[config.mk]
export PLATFORM = sky130hd
export DESIGN_NAME = conv_result_writer
export DESIGN_NICKNAME = d
export VERILOG_FILES = /design/src/rtl/conv_pkg.sv /design/src/rtl/conv_result_writer_sync_fifo.sv /design/src/rtl/conv_result_writer.sv
export SDC_FILE = /design/constraint.sdc
export NUM_CORES = 1
export LEC_CHECK = 0
export CAP_MARGIN = 25
export CELL_PAD_IN_SITES_DETAIL_PLACEMENT = 1
export CELL_PAD_IN_SITES_GLOBAL_PLACEMENT = 1
export CORE_AREA = 4 4 149 151
export CTS_CLUSTER_DIAMETER = 60
export CTS_CLUSTER_SIZE = 25
export DETAILED_ROUTE_END_ITERATION = 8
export DIE_AREA = 0 0 153 155
export PLACE_DENSITY_LB_ADDON = 0.12
export SLEW_MARGIN = 20
export SYNTH_ARGS = -nofsm -noshare
export SYNTH_HDL_FRONTEND = slang
export SYNTH_SLANG_ARGS = --single-unit
[constraint.sdc]
create_clock -name clk -period 7.5 [get_ports clk]
set_input_delay 1.125 -clock clk [delete_from_list [all_inputs] [get_ports clk]]
set_output_delay 1.125 -clock clk [all_outputs]
set_load 0.05 [all_outputs]
[src/rtl/conv_pkg.sv]
// Shared widths, pixel range and the requantizer clamp for the Conv2d
// result path.
//   RES_W   : width of the signed convolution accumulator
//   PIX_W   : width of the signed output pixel (same as the Conv2d x input)
//   SHIFT_W : width of the runtime right-shift control
//   clamp_pix() narrows a (RES_W+1)-bit signed value to a pixel in
//   [PIX_MIN, PIX_MAX] and flags whether the value had to be clipped.
package conv_pkg;

  localparam int RES_W   = 36;
  localparam int PIX_W   = 9;
  localparam int SHIFT_W = 5;

  localparam logic signed [PIX_W-1:0] PIX_MAX = 9'h0FF;  //  255
  localparam logic signed [PIX_W-1:0] PIX_MIN = 9'h100;  // -256

  typedef struct packed {
    logic                    sat;
    logic signed [PIX_W-1:0] pix;
  } clamp_t;

  function automatic clamp_t clamp_pix(input logic signed [RES_W:0] v);
    clamp_t                  c;
    logic signed [RES_W:0]   hi;
    logic signed [RES_W:0]   lo;
    hi = {{(RES_W+1-PIX_W){PIX_MAX[PIX_W-1]}}, PIX_MAX};
    lo = {{(RES_W+1-PIX_W){PIX_MIN[PIX_W-1]}}, PIX_MIN};
    if (v > hi) begin
      c.sat = 1'b1;
      c.pix = PIX_MAX;
    end else if (v < lo) begin
      c.sat = 1'b1;
      c.pix = PIX_MIN;
    end else begin
      c.sat = 1'b0;
      c.pix = v[PIX_W-1:0];
    end
    return c;
  endfunction

endpackage

[src/rtl/conv_result_writer_sync_fifo.sv]
// sync_fifo: single-clock first-word-fall-through FIFO.
//   clk   : clock, rising edge
//   rst   : synchronous reset, active-low (empties the FIFO)
//   push  : write din this cycle (ignored when full unless pop is also high)
//   pop   : consume the head entry (ignored when empty)
//   din   : write data
//   dout  : head entry, valid whenever empty==0
//   full  : DEPTH entries held
//   empty : no entries held
// DEPTH must be a power of two so the pointers wrap naturally.
module sync_fifo #(
  parameter int WIDTH = 9,
  parameter int DEPTH = 4
) (
  input  logic             clk,
  input  logic             rst,
  input  logic             push,
  input  logic             pop,
  input  logic [WIDTH-1:0] din,
  output logic [WIDTH-1:0] dout,
  output logic             full,
  output logic             empty
);

  localparam int AW = (DEPTH > 1) ? $clog2(DEPTH) : 1;

  logic [WIDTH-1:0] mem [DEPTH];
  logic [AW-1:0]    wr_ptr;
  logic [AW-1:0]    rd_ptr;
  logic [AW:0]      cnt;
  logic             wr;
  logic             rd;

  assign full  = (cnt == (AW+1)'(DEPTH));
  assign empty = (cnt == '0);
  assign dout  = mem[rd_ptr];

  // A push into a full FIFO is accepted only when the head leaves the same cycle.
  assign wr = push && (!full || pop);
  assign rd = pop && !empty;

  always_ff @(posedge clk) begin
    if (!rst) begin
      wr_ptr <= '0;
      rd_ptr <= '0;
      cnt    <= '0;
    end else begin
      if (wr) wr_ptr <= wr_ptr + 1'b1;
      if (rd) rd_ptr <= rd_ptr + 1'b1;
      case ({wr, rd})
        2'b10:   cnt <= cnt + 1'b1;
        2'b01:   cnt <= cnt - 1'b1;
        default: cnt <= cnt;
      endcase
    end
  end

  always_ff @(posedge clk) begin
    if (wr) mem[wr_ptr] <= din;
  end

endmodule

[src/rtl/conv_result_writer.sv]
// conv_result_writer: requantizes the Conv2d accumulator stream to signed
// 9-bit pixels (round-half-up shift, saturating clamp), buffers them in a
// FWFT FIFO and presents them on a valid/ready stream with raster
// end-of-line / end-of-frame markers.
//   clk       : clock, rising edge
//   rst       : synchronous reset, active-low
//   in_en     : in_res valid this cycle (no backpressure)
//   in_res    : signed 36-bit accumulator
//   shift     : right-shift amount 0..31, static within a frame
//   out_valid : out_pix/out_eol/out_eof valid
//   out_ready : consumer accepts the current pixel
//   out_pix   : signed requantized pixel
//   out_eol   : last column of a row
//   out_eof   : last pixel of the frame
//   overflow  : sticky, a pixel was dropped on a full FIFO
//   sat_cnt   : saturated-pixel count, sticks at 16'hFFFF
// Build option: define CONV_RELU_EN to zero negative pixels after the clamp.
module conv_result_writer
  import conv_pkg::*;
#(
  parameter int OUT_W      = 126,
  parameter int OUT_H      = 126,
  parameter int FIFO_DEPTH = 4
) (
  input  logic                      clk,
  input  logic                      rst,
  input  logic                      in_en,
  input  logic signed [RES_W-1:0]   in_res,
  input  logic        [SHIFT_W-1:0] shift,
  output logic                      out_valid,
  input  logic                      out_ready,
  output logic signed [PIX_W-1:0]   out_pix,
  output logic                      out_eol,
  output logic                      out_eof,
  output logic                      overflow,
  output logic        [15:0]        sat_cnt
);

  localparam int CW = (OUT_W > 1) ? $clog2(OUT_W) : 1;
  localparam int RW = (OUT_H > 1) ? $clog2(OUT_H) : 1;

  logic signed [RES_W:0]   ext_s;
  logic signed [RES_W:0]   rnd_s;
  logic signed [RES_W:0]   sum_s;
  logic signed [RES_W:0]   shr_s;
  clamp_t                  q_s;

  logic signed [PIX_W-1:0] pix_p1;
  logic                    vld_p1;

  logic [PIX_W-1:0]        fifo_dout;
  logic                    fifo_full;
  logic                    fifo_empty;
  logic                    pop;

  logic [CW-1:0]           col;
  logic [RW-1:0]           row;
  logic                    is_eol;
  logic                    is_eof;

  // The extra accumulator bit keeps the rounding add from wrapping.
  // A zero shift adds nothing and shifts by nothing, so one formula covers it.
  always_comb begin
    ext_s = {in_res[RES_W-1], in_res};
    rnd_s = '0;
    if (shift != '0) rnd_s = {{RES_W{1'b0}}, 1'b1} << (shift - 1'b1);
    sum_s = ext_s + rnd_s;
    shr_s = sum_s >>> shift;
    q_s   = clamp_pix(shr_s);
`ifdef CONV_RELU_EN
    if (q_s.pix[PIX_W-1]) q_s.pix = '0;
`endif
  end

  // ---- stage 1: requantized pixel register ----
  always_ff @(posedge clk) begin
    if (!rst) vld_p1 <= 1'b0;
    else      vld_p1 <= in_en;
  end

  always_ff @(posedge clk) begin
    if (in_en) pix_p1 <= q_s.pix;
  end

  always_ff @(posedge clk) begin
    if (!rst)                                  sat_cnt <= '0;
    else if (in_en && q_s.sat && sat_cnt != '1) sat_cnt <= sat_cnt + 1'b1;
  end

  // ---- stage 2: FIFO push and output stream ----
  assign pop = out_valid && out_ready;

  sync_fifo #(
    .WIDTH (PIX_W),
    .DEPTH (FIFO_DEPTH)
  ) u_fifo (
    .clk   (clk),
    .rst   (rst),
    .push  (vld_p1),
    .pop   (pop),
    .din   (pix_p1),
    .dout  (fifo_dout),
    .full  (fifo_full),
    .empty (fifo_empty)
  );

  always_ff @(posedge clk) begin
    if (!rst)                           overflow <= 1'b0;
    else if (vld_p1 && fifo_full && !pop) overflow <= 1'b1;
  end

  // Raster position of the FIFO head; only pops move it.
  assign is_eol = (col == CW'(OUT_W - 1));
  assign is_eof = is_eol && (row == RW'(OUT_H - 1));

  always_ff @(posedge clk) begin
    if (!rst) begin
      col <= '0;
      row <= '0;
    end else if (pop) begin
      if (is_eof) begin
        col <= '0;
        row <= '0;
      end else if (is_eol) begin
        col <= '0;
        row <= row + 1'b1;
      end else begin
        col <= col + 1'b1;
      end
    end
  end

  // Stream outputs read zero whenever nothing is presented.
  assign out_valid = !fifo_empty;
  assign out_pix   = out_valid ? $signed(fifo_dout) : '0;
  assign out_eol   = out_valid && is_eol;
  assign out_eof   = out_valid && is_eof;

endmodule

==> run_results.csv <==
group,metric,value,unit
critical_path,path_max_fanout,14,
die,die_area,0.0237,mm2
global_route,antenna_found_initial,0,
clock_tree,post_cts_buffers,0,
synth,yosys_register_bits,86,
critical_path,crit_chain,"clkdlybuf4s50_1, buf_4, nor2b_1, nand3_1, inv_1, ha_1, a211oi_1, o21ai_1, a31o_2, o211ai_1, a21boi_0, o21a_1, a2111oi_0, buf_4, o32ai_1, or3b_1, or4b_4, nor3_1, nor2_2, o22ai_1",
power_and_ir_drop,p_comb_share,43.2,%
cells_and_area,final_cell_area,0.0107,mm2
routing,top_layer_used,"met4",
clock_tree,cts_tree,"built",
routing,post_drt_wl_per_cell,22.9,um
synth,synth_area_per_cell,7.89,um2
placement,placed_area,0.0104,mm2
sta,fin_crit,7.10,ns
critical_path,critPathCaptureType,"flip-flop",
synth,synth_area_leaders,"edfxtp_1, dfxtp_1, ha_1, nand2_1, mux2i_1",
synth,syn_inst,1183,
placement,numPortBuffers,73,
cells_and_area,fillers,2573,
synth,synthArstFlopShare,0,%
die,core,0.0208,mm2
routing,wl_met1,14700,um
routing,wl_met3,1550,um
cells_and_area,diodes,0,
global_route,grt_pass1_vias,9746,
die,rows,53,
clock_tree,cts_buffer_depth,2,
die,die_h,155,um
sta,fin_ws,0.400,ns
clock_tree,cts_buffers,9,
run,drv_cap,0,
sta,fin_tns_setup,0,ns
critical_path,critPathLaunchType,"primary input",
sta,fmax,141,MHz
global_route,grt_usage,28.6,%
power_and_ir_drop,p_int,1.05,mW
power_and_ir_drop,p_leak,4.00,nW
power_and_ir_drop,ir_worst_vdd,99.7,uV
synth,yosysTopAreaCell,"edfxtp_1",
cells_and_area,post-route-util,51.6,%
routing,initialDrtViolationCount,566,
synth,synth_compound_area_share,25.8,%
sta,slew_headroom,49.0,%
sta,worstMarginPinSlew,0.746,ns
routing,drc_errors,0,
critical_path,critPathArrivalTime,7.28,ns
synth,synth_top_family_by_area,"simple AND/OR/NAND/NOR gates",
global_route,grt_max_degree,49,
cells_and_area,area_growth,15.2,%
synth,ys_warn_count,0,
worst_hold_path,hp-class,"reg2reg",
synth,synthAdderAreaFrac,6.06,%
die,die_w,153,um
routing,dr_total_vias,9814,
cells_and_area,layout_commonest_cell,"nand2_1",
critical_path,cp_common_cell,"buf_4",
routing,ant_nets,0,
synth,syn_area,0.00933,mm2
global_route,overflow,0,
synth,synth_edf_count,45,
cells_and_area,drive_gt1_share,10.2,%
routing,met2_length,17200,um
sta,setup_violations,0,
synth,ys.flop_type,"edfxtp_1",
synth,synth-simple-area-share,26.9,%
synth,synth.net_count,1272,
clock_tree,h-tree-depth,3,
critical_path,worstPathRequired,7.68,ns
power_and_ir_drop,p_sw,694,uW
critical_path,crit_type,"in2reg",
placement,dp_hpwl,27600,um
global_route,grt_pass1_wl,54900,um
routing,vias_per_cell,6.48,
routing,firstDrtPassIters,5,
critical_path,max_stage_delay,0.66,ns
clock_tree,path_clk_slew,0.07,ns
synth,synth.distinct_cells,95,
sta,hold_violations,0,
clock_tree,clock_latency,0.34,ns
power_and_ir_drop,sw_frac_of_total,39.8,%
synth,synth.top_cell.area_share,14.5,%
sta,finalClockSkew,0.00923,ns
clock_tree,cts_sinks,86,
sta,fin_crit_sh,94.7,%
critical_path,crit_path_top_delay_cell,"a2111oi_0",
sta,report.final.slew_viol_count,0,
clock_tree,cts_root_buf,"clkbuf_16",
status,status,"finished clean",
critical_path,startpoint,"shift[1]",
placement,place_congestion,0.981,
synth,synth-xor-area-share,3.37,%
power_and_ir_drop,powerDensity,162,mW/mm2
power_and_ir_drop,pwr-share-clk,24.3,%
worst_hold_path,holdCritStartpoint,"sat_cnt[9]$_SDFFE_PN0P_",
die,ios,74,
synth,synth_mux_area_share,9.87,%
routing,totalWireLength,34700,um
sta,rsz0062_at_grt,"no",
cells_and_area,fin_nets,1324,
power_and_ir_drop,p_seq_share,32.4,%
synth,yosysSeqAreaShare,23.3,%
critical_path,r2r-start,"sat_cnt[2]$_SDFFE_PN0P_",
placement,dp_slack,-0.0246,ns
cells_and_area,final_cell_mix,"nand2_1, nor2_1, clkdlybuf4s50_1",
die,start_util,44.8,%
-- critical path: cells and delay by family --
kind | cells | cell delay (ns)
simple gates | 6 | 1.99
compound gates | 9 | 2.74
buf+inv | 4 | 1.16
fa+ha+maj | 1 | 0.24
-- cell families (layout without fill, tap and decap cells) --
group | after synthesis | after routing
other | 1 | 1
muxes | 70 | 70
AOI/OAI and AO/OA | 342 | 342
buffers and inverters | 108 | 165
adders and majority gates | 44 | 44
xor gates and xnor gates | 35 | 35
and+or+nand+nor | 497 | 497
DFF | 86 | 86
-- cells in the mapped netlist (all sizes together) (41+ instances only) --
library cell	instances
nand2	134
nor2	111
a21oi	74
o21ai	59
clkbuf	50
nor3	50
mux2i	47
nand3	46
edfxtp	45
ha	42
dfxtp	41
-- registers in the layout (all words and copies together), names as in the netlist, named ones only --
name	flops
col	7
overflow	1
pix_p1	9
row	7
sat_cnt	16
u_fifo.cnt	3
u_fifo.mem	36
u_fifo.rd_ptr	2
u_fifo.wr_ptr	2
vld_p1	1
-- what timing repair did --
action                                  4_1_cts  5_1_grt
endpoints found under the hold margin         0        0
resized for setup                             0        3
hold buffers                                  0        0
endpoints found under the setup margin        0       10
-- worst paths after layout --
check / slack (ns) / depth (start not counted) / to
max: 0.40 / 20 / pix_p1[0]$_SDFFCE_PN1P_
min: 0.48 / 2 / sat_cnt[9]$_SDFFE_PN0P_
max reg2reg: 4.88 / 12 / sat_cnt[4]$_SDFFE_PN0P_
min reg2reg: 0.48 / 2 / sat_cnt[9]$_SDFFE_PN0P_
-- final cells by class --
| type | instances | area, um2 | share of cell area (%) |
|---|---|---|---|
| Clock buffer | 10 | 229 | 2.13 |
| Clock inverter | 6 | 53.8 | 0.501 |
| Inverter | 28 | 105 | 0.978 |
| Multi-Input combinational cell | 989 | 6740 | 62.8 |
| Sequential cell | 86 | 2170 | 20.2 |
| Tap cell | 275 | 344 | 3.20 |
| Timing Repair Buffer | 121 | 1100 | 10.2 |
-- power by group through the flow --
stage	combinational, mW	clock (mW)	sequential, mW
final	0.753	0.424	0.565
after global routing	0.809	0.450	0.572
after CTS	0.749	0.431	0.566
after detailed placement	0.746	0	0.576
after global placement	0.732	0	0.574
after floorplan	0.520	0	0.557
-- layer usage --
layer  vias to the layer above  GRT usage, %
met3                        73          2.56
met2                       317          51.1
li1                       4602             -
met5                         -             0
met4                         0          10.6
met1                      4822          36.0
-- stage by stage --
step | power [mW] | instances | hold slack [ns]
after floorplan | 1.08 | 1183 | 0.458
after global placement | 1.31 | 1499 | 0.468
after detailed placement | 1.32 | 1499 | 0.478
after CTS | 1.75 | 1515 | 0.491
after global routing | 1.83 | 1515 | 0.516
final | 1.74 | 1515 | 0.484
Power figures use the tool's default switching activity.
==> patch (same flow settings) <==
Add a define of `CONV_RELU_EN`.
--- a/src/rtl/conv_result_writer.sv
+++ b/src/rtl/conv_result_writer.sv
@@ -15,6 +15,8 @@
 //   overflow  : sticky, a pixel was dropped on a full FIFO
 //   sat_cnt   : saturated-pixel count, sticks at 16'hFFFF
 // Build option: define CONV_RELU_EN to zero negative pixels after the clamp.
+`define CONV_RELU_EN
+
 module conv_result_writer
   import conv_pkg::*;
 #(
Check against the original RTL: not equivalent (a bounded check fails within 4 cycles, from zero or initial values and one cycle with rst low).
==> patch against the original RTL <==
Sequential power decreased by 6.2%. First-iteration DRC count up 39%. Non-clock buffer count fell by 3. Worst setup slack got worse by 0.24 ns. Via count grew 6.7%. Final area increased by 0.34%. Area after synthesis increased by 0.94%. Routed wire length rose by 7.7%. Utilization is 0.17 points higher. Critical path type unchanged. Final cell count up 3.5%. Sequential cell count is 5 lower. Highest routed layer unchanged. Power is 1.9% lower. Hold slack better by 0.0027 ns. Largest power group unchanged.
==> patch: results (changes against the original RTL) <==
placement:
  globalplace.congestion: 1.010  # +3.0%
  preCtsSetupSlack_ns: -0.1180  # -0.09341 ns
  post_dp_cell_area_um2: 10470  # +0.24%
synth:
  syn_inst: 1236  # +4.5%
  synth_commonest_cells: "147 x nor2_1, 125 x nand2_1, 99 x a21oi_1"
  ys.flop_type: "dfxtp_1"
final_layout:
  drive_gt1_frac: 0.09590  # -0.006518
  finalNonFillerCells: 1568  # +3.5%
  fin_nets: 1377  # +4.0%
  largestRegisters: "u_fifo.mem x32, sat_cnt x16, pix_p1 x8"
worst_setup_path:
  cp.arrival_ns: 7.38  # +0.10 ns
  rr_worst_depth: 9  # -3
  r2r_setup_slack_ns: 5.05  # +0.17 ns
  cp_max_fo: 32  # +18
  crit_path_max_incr_delay_ns: 0.80  # +0.14 ns
  r2r_end: "u_fifo.cnt[2]$_SDFFE_PN0P_"
clock_network:
  clk_latency_ns: 0.32  # -0.02 ns
drt:
  dr_wl_met3_um: 1839  # +18%
  drt-initial-drc-count: 787  # +39%
  wl_met1_um: 15950  # +8.3%
power:
  p_leak_nw: 3.919  # -2.1%
  pg_clk_mw: 0.425  # about the same
grt:
  grt_max_degree: 33  # -33%
floorplanning:
  start_util: 0.4523  # +0.004206
run_status:
  status: "finished clean"
==> patch: cells by family after synthesis <==
kind of cell    after synthesis  synth area share
fa+ha+maj                    44           0.06005
simple gates                500            0.2637
other cells                   1         0.0003982
compound gates              427            0.3150
mux                          45           0.06590
flops                        81            0.2147
xor+xnor                     30           0.02870
buf+inv                     108           0.05155
==> patch: final cells by class <==
class	count	area [um2]
Fill cell	2621	10040
Multi-Input combinational cell	1048	6937
Sequential cell	81	2022
Timing Repair Buffer	118	1079
Tap cell	275	344.1
Clock buffer	11	232.7
Inverter	30	112.6
Clock inverter	5	56.30
==> patch: per-layer routing <==
layer | vias up | track usage
li1 | 4844 | -
met1 | 5118 | 0.3940
met2 | 403 | 0.5271
met3 | 109 | 0.02531
met4 | 0 | 0.1353
met5 | - | 0
==> patch: repair_timing <==
item / 4_1_cts / 5_1_grt
resized for setup: 0 / 4
setup buffers: 0 / 0
endpoints found under the setup margin: 0 / 24
